===== src/rtl/ro_freq_meter.sv =====
// Ring-oscillator frequency meter: counts synchronized ro_in rising edges over a programmable clk window.
// Optional build macro RO_CNT_SATURATE_EN makes the counter saturate and raise count_sat instead of wrapping.
module ro_freq_meter #(
  parameter int CNT_W      = 16,
  parameter int WIN_W      = 16,
  parameter int SETTLE_CYC = 4
) (
  input  logic             clk,
  input  logic             rst_n,
  input  logic             start,
  input  logic [WIN_W-1:0] win_len,
  input  logic             ro_in,
  output logic             ro_enable,
  output logic             busy,
  output logic [CNT_W-1:0] count,
  output logic             count_valid,
  input  logic             count_ready,
  output logic             count_sat
);

  localparam int SET_W = $clog2(SETTLE_CYC + 1);
  localparam int TMR_W = (WIN_W > SET_W) ? WIN_W : SET_W;

  typedef enum logic [1:0] {
    IDLE    = 2'd0,
    SETTLE  = 2'd1,
    MEASURE = 2'd2,
    DONE    = 2'd3
  } state_t;

  state_t             state;
  logic [TMR_W-1:0]   timer;
  logic [WIN_W-1:0]   win_q;
  logic               sync1;
  logic               sync2;
  logic               hist;
  logic               rise;

`ifdef RO_CNT_SATURATE_EN
  localparam logic [CNT_W-1:0] CNT_MAX  = '1;
  localparam logic [CNT_W-1:0] CNT_NEAR = CNT_MAX - CNT_W'(1);
`endif

  // ro_in is asynchronous: two flops to resolve metastability, a third to find the edge.
  always_ff @(posedge clk or negedge rst_n) begin
    if (!rst_n) begin
      sync1 <= 1'b0;
      sync2 <= 1'b0;
      hist  <= 1'b0;
    end else begin
      sync1 <= ro_in;
      sync2 <= sync1;
      hist  <= sync2;
    end
  end

  assign rise = sync2 & ~hist;

  always_ff @(posedge clk or negedge rst_n) begin
    if (!rst_n) begin
      state       <= IDLE;
      timer       <= '0;
      win_q       <= '0;
      ro_enable   <= 1'b0;
      busy        <= 1'b0;
      count       <= '0;
      count_valid <= 1'b0;
      count_sat   <= 1'b0;
    end else begin
      // Enable trails the state by one cycle so it covers SETTLE_CYC + win_len cycles.
      ro_enable <= (state == SETTLE) || (state == MEASURE);
      case (state)
        IDLE: begin
          if (start) begin
            win_q     <= win_len;
            count     <= '0;
            count_sat <= 1'b0;
            timer     <= TMR_W'(SETTLE_CYC - 1);
            busy      <= 1'b1;
            state     <= SETTLE;
          end
        end
        SETTLE: begin
          if (timer == '0) begin
            if (win_q == '0) begin
              state <= DONE;
            end else begin
              timer <= TMR_W'(win_q) - TMR_W'(1);
              state <= MEASURE;
            end
          end else begin
            timer <= timer - TMR_W'(1);
          end
        end
        MEASURE: begin
          if (rise) begin
`ifdef RO_CNT_SATURATE_EN
            if (count != CNT_MAX) count <= count + CNT_W'(1);
            if (count >= CNT_NEAR) count_sat <= 1'b1;
`else
            count <= count + CNT_W'(1);
`endif
          end
          if (timer == '0) begin
            state <= DONE;
          end else begin
            timer <= timer - TMR_W'(1);
          end
        end
        DONE: begin
          if (count_valid && count_ready) begin
            count_valid <= 1'b0;
            busy        <= 1'b0;
            state       <= IDLE;
          end else begin
            count_valid <= 1'b1;
          end
        end
        default: state <= IDLE;
      endcase
    end
  end

endmodule


===== config.mk =====
export PLATFORM = sky130hd
export DESIGN_NAME = ro_freq_meter
export DESIGN_NICKNAME = d
export VERILOG_FILES = /design/src/rtl/ro_freq_meter.sv
export SDC_FILE = /design/constraint.sdc
export NUM_CORES = 1
export LEC_CHECK = 0
export CAP_MARGIN = 10
export CORE_AREA = 5 5 81 83
export DETAILED_ROUTE_END_ITERATION = 16
export DIE_AREA = 0 0 86 88
export HOLD_SLACK_MARGIN = 0.08
export PLACE_DENSITY = 0.85
export SYNTH_ARGS = -nofsm -noshare
export SYNTH_HDL_FRONTEND = slang
export SYNTH_SLANG_ARGS = --single-unit

===== constraint.sdc =====
create_clock -name clk -period 4.8 [get_ports clk]
set_clock_uncertainty 0.2 [all_clocks]
set_input_delay 0.96 -clock clk [delete_from_list [all_inputs] [get_ports clk]]
set_output_delay 0.96 -clock clk [all_outputs]
set_load 0.02 [all_outputs]

# Word-level counts from Yosys, hierarchy flattened
# Index checks and enable logic that the tools add are counted.
[classes] n_eq_ne=10 addsub=3 reduce_logical=13 n_mux=18 n_bitwise=2
[ops] cell="2-to-1 mux 16 bit" count=6
[ops] cell="case mux 16 bit (3 select lines)" count=1
[ops] cell="zero test 16 bit" count=2
[ops] cell="case mux 16 bit (2 select lines)" count=1
[ops] cell="subtractor 16 x 1 -> 16 bit, second input constant" count=2
[ops] cell="adder 16 x 1 -> 16 bit, second input constant" count=1
[ops] cell="2-to-1 mux 2 bit" count=4
[ops] cell="inequality test 2 bit, second input constant" count=4
[ops] cell="case mux 2 bit (4 select lines)" count=1
[ops] cell="AND reduction 4 bit" count=2
[ops] cell="AND reduction 3 bit" count=2
[ops] cell="== test 2 bit, second input constant" count=2
[ops] cell="2-to-1 mux 1 bit" count=4
[ops] cell="inequality test 2 x 1 -> 1 bit, second input constant" count=2
[ops] cell="nonzero test 2 bit" count=2
[ops] cell="inequality test 3 bit, second input constant" count=1
[ops] cell="nonzero test 3 bit" count=1
[ops] cell="== test 2 x 1 -> 1 bit, second input constant" count=1
[ops] cell="zero test 2 bit" count=1
[ops] cell="case mux 1 bit (2 select lines)" count=1
[ops] cell="AND reduction 2 bit" count=1
[ops] cell="AND 1 bit" count=1
[ops] cell="logical AND 1 bit" count=1
[ops] cell="logical OR 1 bit" count=1
[ops] cell="inverter 1 bit" count=1
[word_totals] elab_cells=56 output_inout_bits=20 regBits=56

# Logic depth before layout (Yosys ltp)
# Gate-level depths: netlist of the first run.
[logic_depth] word_depth=4 mapped_depth=9 ltp_nobuf=7

# Least setup slack after synthesis of the first run
# Ideal clock, no wire load.
[synth_timing] kind="reg2reg" startpoint="register timer[0]" endpoint="register timer[14]" arrival_time_ns=2.147 required_time_ns=4.479 period_less_slack_ns=2.468 stages_incl_launch_ff=8 slack_ns=2.332 n_path_buf=0 setup_time_ns=0.121 cell_sequence="dfrtp_1 inv_1 ha_1 or4b_4 or4_4 a21oi_4 o22ai_1 a22o_1"
[synth_between] elab_chain_len=3 elab_cells_between_ends=8 classes_between="add/sub (1); eq/ne (2); mux (3); reduce/logical (2)"
[synth_rtl] element="from (decl)" line="32" text="logic [TMR_W-1:0] timer;"
[synth_rtl] element="from (signal assigned)" line="78" text="timer <= TMR_W'(SETTLE_CYC - 1);"
[synth_rtl] element="from (signal assigned)" line="88" text="timer <= TMR_W'(win_q) - TMR_W'(1);"
[synth_rtl] element="from (signal assigned)" line="92" text="timer <= timer - TMR_W'(1);"
[synth_rtl] element="subtractor 16 x 1 -> 16 bit or zero test 16 bit (tied branches)"
[synth_rtl] element="2-to-1 mux 16 bit, or another cell as far along" line="104" text="if (timer == '0) begin"
[synth_rtl] element="case mux 16 bit (3 select lines) or AND reduction 4 bit (tied branches)"
# Several ways; a longest one is shown, not always the timed one. The select of a mux whose other input is x is not followed.
# A chain may end at the register's enable or synchronous reset.

# Worst setup path in the final report of the first run
[layout_timing] startpoint="register timer[8]" endpoint="register timer[7]"
[layout_between] elab_chain_len=3 elab_cells_between_ends=6 classes_between="eq/ne (2); mux (2); reduce/logical (2)"
[layout_rtl] element="zero test 16 bit *" line="84, 104"
[layout_rtl] element="inequality test 3 bit (no source line), or another cell as far along"
[layout_rtl] element="AND reduction 4 bit (no source line) or case mux 16 bit (3 select lines) (tied branches)"
# Mark *: on every way between the ends. The rest lies on a longest branch, timed or not.

==> results.json, run 1 <==
{
  "initial_core_util": 0.572,
  "n_fill_cell": 472,
  "cts_resized": 0,
  "synthToLayoutAreaGrowth_pct": 15.2,
  "layout_min_cycle_time_ns": 2.97,
  "synthCells": 343,
  "cap_violations": 0,
  "final-setup-viol-count": 0,
  "grt_max_degree": 57,
  "vdd_drop_max_uv": 299,
  "drive_gt1_frac": 0.101,
  "ff2ff_path_depth": 6,
  "seqCellArea_mm2": 0.00140,
  "critical_path_arrival_ns": 2.95,
  "rsz0062_at_grt": "no",
  "cts_buffers": 5,
  "timing.final.max_slew_violations": 0,
  "endpoint_kind": "register",
  "stdcell_area_mm2": 0.00381,
  "wl_per_cell_um": 16.9,
  "wirelength_um": 7670,
  "clock_path_buffers": 2,
  "clockRootBuffer": "clkbuf_8",
  "period_share": 0.618,
  "worstSetupEndpoint": "timer[7]",
  "grt.total_usage": 0.213,
  "yosys_warnings": 0,
  "drtAntennaViolNets": 0,
  "die_w_um": 86,
  "startpoint": "timer[8]",
  "drt_iter0_markers": 220,
  "fin_tns_setup_ns": 0,
  "critPathRequiredTime_ns": 4.79,
  "synth-seq-cells": 56,
  "ys.flop_type": "dfrtp_1",
  "grt_pass1_vias": 2692,
  "vias_per_cell": 6.18,
  "status": "finished clean",
  "path_clk_slew_ns": 0.10,
  "boundaryPins": 41,
  "worstPathBufferInverterCount": 1,
  "port_buffers": 39,
  "hold_viol": 0,
  "post_dp_cell_area_mm2": 0.00372,
  "syn_area_mm2": 0.00331,
  "r2r_end": "timer[7]",
  "drc_errors": 0,
  "cts.sinks": 56,
  "synthArstFlopShare": 1.00,
  "cts_max_level": 2,
  "multiInputGateArea_mm2": 0.00176,
  "grt_pass1_wl_um": 13000,
  "synth_cell_types": 57,
  "syn_area_per_cell_um2": 9.64,
  "worstPathMaxFanout": 14,
  "diodes": 0,
  "die_area_mm2": 0.00757,
  "cp_common_cell": "o22ai_1",
  "hold_ws_ns": 0.161,
  "slowest_stage": "or4_1",
  "cts_hold_buf": 0,
  "slew_headroom": 0.327,
  "design.core.area_mm2": 0.00578,
  "p_per_area_mw_per_mm2": 636,
  "reg2reg_from": "timer[8]",
  "critical_path_class": "reg -> reg",
  "worstPathCellList": "or4_1 > nor4_4 > buf_4 > o22ai_1 > a22oi_1 > o22ai_1",
  "synth_edf_count": 0,
  "dp_hpwl_um": 5490,
  "r2r_slack_ns": 1.83,
  "cts_setup_buffers": 0,
  "power.total_w": 0.00242,
  "clock_latency_ns": 0.31,
  "critical_path_cell_count": 6,
  "vias": 2801,
  "max_freq_mhz": 337,
  "die_h_um": 88,
  "hold_path.class": "reg -> reg",
  "final_nets": 407,
  "grt_remaining_overflow": 0,
  "tightest_slew_ns": 1.00,
  "cp_top_family": "simple AND/OR/NAND/NOR gates",
  "startpoint_type": "register",
  "antenna_found_initial": 0,
  "syn-num-nets": 373,
  "power.leakage_nw": 1.52,
  "drt-pass1-iter-count": 4,
  "rows": 28,
  "ys_seq_area_frac": 0.424,
  "slowest_delay_ns": 0.76,
  "place_congestion": 0.910,
  "tritoncts": "done"
}
metrics by stage:
| stage | util | cells | setup WS (ns) |
|---|---|---|---|
| 4_1_cts | 0.659 | 453 | 1.83 |
| 2_1_floorplan | - | 343 | 2.33 |
| 6_report | 0.659 | 453 | 1.83 |
| 3_3_place_gp | 0.644 | 445 | 1.60 |
| 5_1_grt | 0.659 | 453 | 1.67 |
| 3_5_place_dp | 0.644 | 445 | 1.51 |
worst min-delay path by stage:
stage	startpoint	to	depth (start not counted)
3_5_place_dp	sync1	sync2	0
6_report	sync1	sync2	0
4_1_cts	sync1	sync2	0
5_1_grt	sync1	sync2	0
2_1_floorplan	sync1	sync2	0
3_3_place_gp	sync1	sync2	0
registers in the layout, indices dropped and copies added (netlist names):
name         count
sync1            1
hist             1
state            2
ro_enable        1
timer           16
busy             1
win_q           16
sync2            1
count_valid      1
count           16
cells by family (layout without fill, tap and decap cells):
logic type	after synthesis	in the layout	share of synthesized area
AO/OA/AOI/OAI	77	77	0.156
XOR/XNOR	25	25	0.0662
adder cells (fa/ha/maj)	9	9	0.0341
buffers and inverters	31	66	0.0435
flip-flops	56	56	0.424
multiplexers	20	20	0.0674
other	1	1	0.00113
AND/OR/NAND/NOR	124	124	0.208
metal layers:
layer | part of all wire | up-vias | GRT usage
li1 | - | 1323 | -
met1 | 0.43 | 1376 | 0.282
met2 | 0.50 | 87 | 0.359
met3 | 0.059 | 15 | 0.0405
met4 | 0.016 | 0 | 0.0590
met5 | 0 | - | 0
worst register-to-register path, cell delays in order (launching register included):
cell and delay, ns:
dfrtp_1 0.46, or4_1 0.76, nor4_4 0.67, buf_4 0.32, o22ai_1 0.14, a22oi_1 0.21
o22ai_1 0.10
cell usage after synthesis (2+ instances only):
library cell	count	share of area
a22oi_1	4	0.0091
buf_4	2	0.0045
dfrtp_1	56	0.42
a21oi_1	9	0.014
mux2_2	18	0.061
nand3_1	11	0.017
and3_1	2	0.0038
o2111ai_1	3	0.0079
clkbuf_1	6	0.0068
nor2b_1	3	0.0057
buf_2	4	0.0061
o31ai_1	2	0.0045
or4_1	6	0.014
nand2_1	17	0.019
nor2_1	22	0.025
xor2_1	5	0.013
xnor2_1	20	0.053
o21ai_0	11	0.017
ha_1	9	0.034
nor3b_1	2	0.0045
nand4_1	6	0.011
inv_1	17	0.019
a32oi_1	3	0.0079
a41o_1	2	0.0061
nor4_1	10	0.019
a2bb2oi_1	2	0.0053
and2_1	2	0.0038
o22ai_1	5	0.0095
a211oi_1	3	0.0068
mux2i_1	2	0.0061
o21ai_1	19	0.029
nand2b_1	6	0.011
nor3_1	23	0.035
a22o_1	3	0.0079
buf_6	2	0.0068
or3_1	5	0.0095
area by class of cell:
class	count	share of cell area
Inverter	17	0.0168
Multi-Input combinational cell	256	0.462
Sequential cell	56	0.368
Clock buffer	5	0.0181
Clock inverter	3	0.00493
Tap cell	75	0.0246
Timing Repair Buffer	41	0.105
where the power goes:
group | switching (W) | internal (W)
Combinational | 0.000820 | 0.000537
Clock | 0.000162 | 0.000102
Sequential | 0.000177 | 0.000622
cell usage in the layout (no fill, tap or decap), types with 2 or more instances in the layout:
cell             netlist  layout
nand2_1               17      17
and2_1                 2       2
inv_1                 17      17
clkinv_2               0       2
xor2_1                 5       5
a22oi_1                4       4
or3_1                  5       5
a41o_1                 2       2
ha_1                   9       9
dfrtp_1               56      56
nor2_1                22      22
and3_1                 2       2
clkbuf_8               0       5
nand4_1                6       6
nand3_1               11      11
xnor2_1               20      20
o21ai_1               19      19
o2111ai_1              3       3
nand2b_1               6       6
buf_4                  2       2
nor4_1                10      10
a22o_1                 3       3
or4_1                  6       6
mux2_2                18      18
a32oi_1                3       3
mux2i_1                2       2
a211oi_1               3       3
nor3b_1                2       2
o21ai_0               11      11
o31ai_1                2       2
o22ai_1                5       5
a21oi_1                9       9
clkdlybuf4s50_1        0      38
nor3_1                23      23
a2bb2oi_1              2       2
nor2b_1                3       3
Note: power is estimated with default switching activity, not from simulation.
==> inputs of run 2 (changes only) <==
CORE_AREA = 5 5 83 85   (was 5 5 81 83)
DIE_AREA = 0 0 88 90   (was 0 0 86 88)
PLACE_DENSITY = 0.81   (was 0.85)
clock period = 2.76 ns   (was 4.8 ns; I/O delays follow)
==> results.json, run 2 (synthesized netlist as in run 1, its figures left out) <==
{
  "status": "finished clean",
  "diodes": 0,
  "drt_iter0_markers": 273,
  "fin_tns_setup_ns": 0,
  "power.leakage_nw": 1.60,
  "place_congestion": 0.925,
  "startpoint_type": "register",
  "power.total_w": 0.00448,
  "timing.final.max_slew_violations": 0,
  "boundaryPins": 41,
  "drive_gt1_frac": 0.132,
  "die_w_um": 88,
  "die_area_mm2": 0.00792,
  "tritoncts": "done",
  "stdcell_area_mm2": 0.00395,
  "endpoint_kind": "register",
  "max_freq_mhz": 380,
  "synthToLayoutAreaGrowth_pct": 19.6,
  "wirelength_um": 7870,
  "slowest_delay_ns": 0.69,
  "rsz0062_at_grt": "no",
  "worstPathBufferInverterCount": 0,
  "worstPathCellList": "or4_1 > or4_4 > a21oi_4 > o22ai_1 > a22o_1",
  "initial_core_util": 0.539,
  "design.core.area_mm2": 0.00613,
  "grt_remaining_overflow": 0,
  "final-setup-viol-count": 0,
  "wl_per_cell_um": 16.8,
  "post_dp_cell_area_mm2": 0.00384,
  "antenna_found_initial": 0,
  "layout_commonest_cell": "dfrtp_1",
  "grt.total_usage": 0.212,
  "layout_min_cycle_time_ns": 2.63,
  "vias": 2830,
  "hold_path.class": "reg -> reg",
  "clock_path_buffers": 2,
  "cts.sinks": 56,
  "drtAntennaViolNets": 0,
  "drt-pass1-iter-count": 4,
  "vias_per_cell": 6.02,
  "drc_errors": 0,
  "cap_violations": 0,
  "critical_path_class": "reg -> reg",
  "final_nets": 422,
  "tightest_slew_ns": 0.758,
  "critical_path_arrival_ns": 2.65,
  "top_regs": "count x16, timer x16, win_q x16",
  "period_share": 0.954,
  "die_h_um": 90,
  "path_clk_slew_ns": 0.10,
  "vdd_drop_max_uv": 609,
  "grt_max_degree": 35,
  "cts_max_level": 2,
  "slew_headroom": 0.494,
  "rows": 29,
  "grt_pass1_vias": 2853,
  "critPathRequiredTime_ns": 2.78,
  "hold_viol": 0,
  "dp_hpwl_um": 5850,
  "slowest_stage": "or4_1",
  "grt_pass1_wl_um": 13700,
  "port_buffers": 39,
  "p_per_area_mw_per_mm2": 1130,
  "final_cell_mix": "dfrtp_1 (56), clkdlybuf4s50_1 (38), nor3_1 (23)",
  "cp_top_family": "simple AND/OR/NAND/NOR gates",
  "clock_latency_ns": 0.32,
  "clockRootBuffer": "clkbuf_8",
  "cts_buffers": 5,
  "worstPathMaxFanout": 8
}
==> run 2: cell types whose count changed in the layout (fill, tap and decap cells not counted) <==
cell,previous run,this run
a22o_2,1,0
clkinv_2,2,1
buf_4,2,15
a22o_4,0,1
buf_12,0,1
dlygate4sd3_1,0,1
clkinv_4,1,0
inv_6,0,1
clkbuf_8,5,6
==> run 2: area by class of cell <==
class                      count  area [µm²]
clock buffer                   6        82.6
clock inverter                 2        13.8
fill                         506        2180
inverter                      17        63.8
multi-input combinational    256        1770
sequential                    56        1400
tap                           77        96.3
timing repair buffer          56         528
==> run 2: power by group <==
group	total, W	internal (W)	switching [W]
combinational	0.00261	0.00110	0.00150
sequential	0.00139	0.00108	0.000308
clock	0.000485	0.000206	0.000279
total	0.00448	0.00239	0.00209
==> run 2: layer usage <==
layer	part of all wire	global-route usage	wire, µm
met1	0.43	0.297	3410
met2	0.50	0.335	3930
met3	0.051	0.0356	398
met5	0	0	0
met4	0.018	0.0614	138
==> run 2: path summary, 6_finish.rpt <==
kind,startpoint,end,slack [ns],cells after the start
max,timer[8],timer[14],0.13,5
min,sync1,sync2,0.17,0
min reg2reg,sync1,sync2,0.17,0
max reg2reg,timer[8],timer[14],0.13,5
min in group asynchronous,rst_n,timer[13],0.55,2
max in group asynchronous,rst_n,timer[1],1.24,3
==> run 2: through the flow <==
step	util	instances	hold slack [ns]	setup WS (ns)
2_1_floorplan	-	343	0.0564	0.292
3_3_place_gp	0.626	461	0.134	0.178
3_5_place_dp	0.626	461	0.150	0.150
4_1_cts	0.644	470	0.174	0.130
5_1_grt	0.645	470	0.199	0.0355
6_report	0.645	470	0.169	0.126
==> run 2: timing repair <==
action                                  4_1_cts  5_1_grt
setup buffers                                 0        0
gates resized for setup                       0        1
hold buffers                                  1        0
hold endpoints to repair                     22        0
endpoints found under the setup margin        0        2
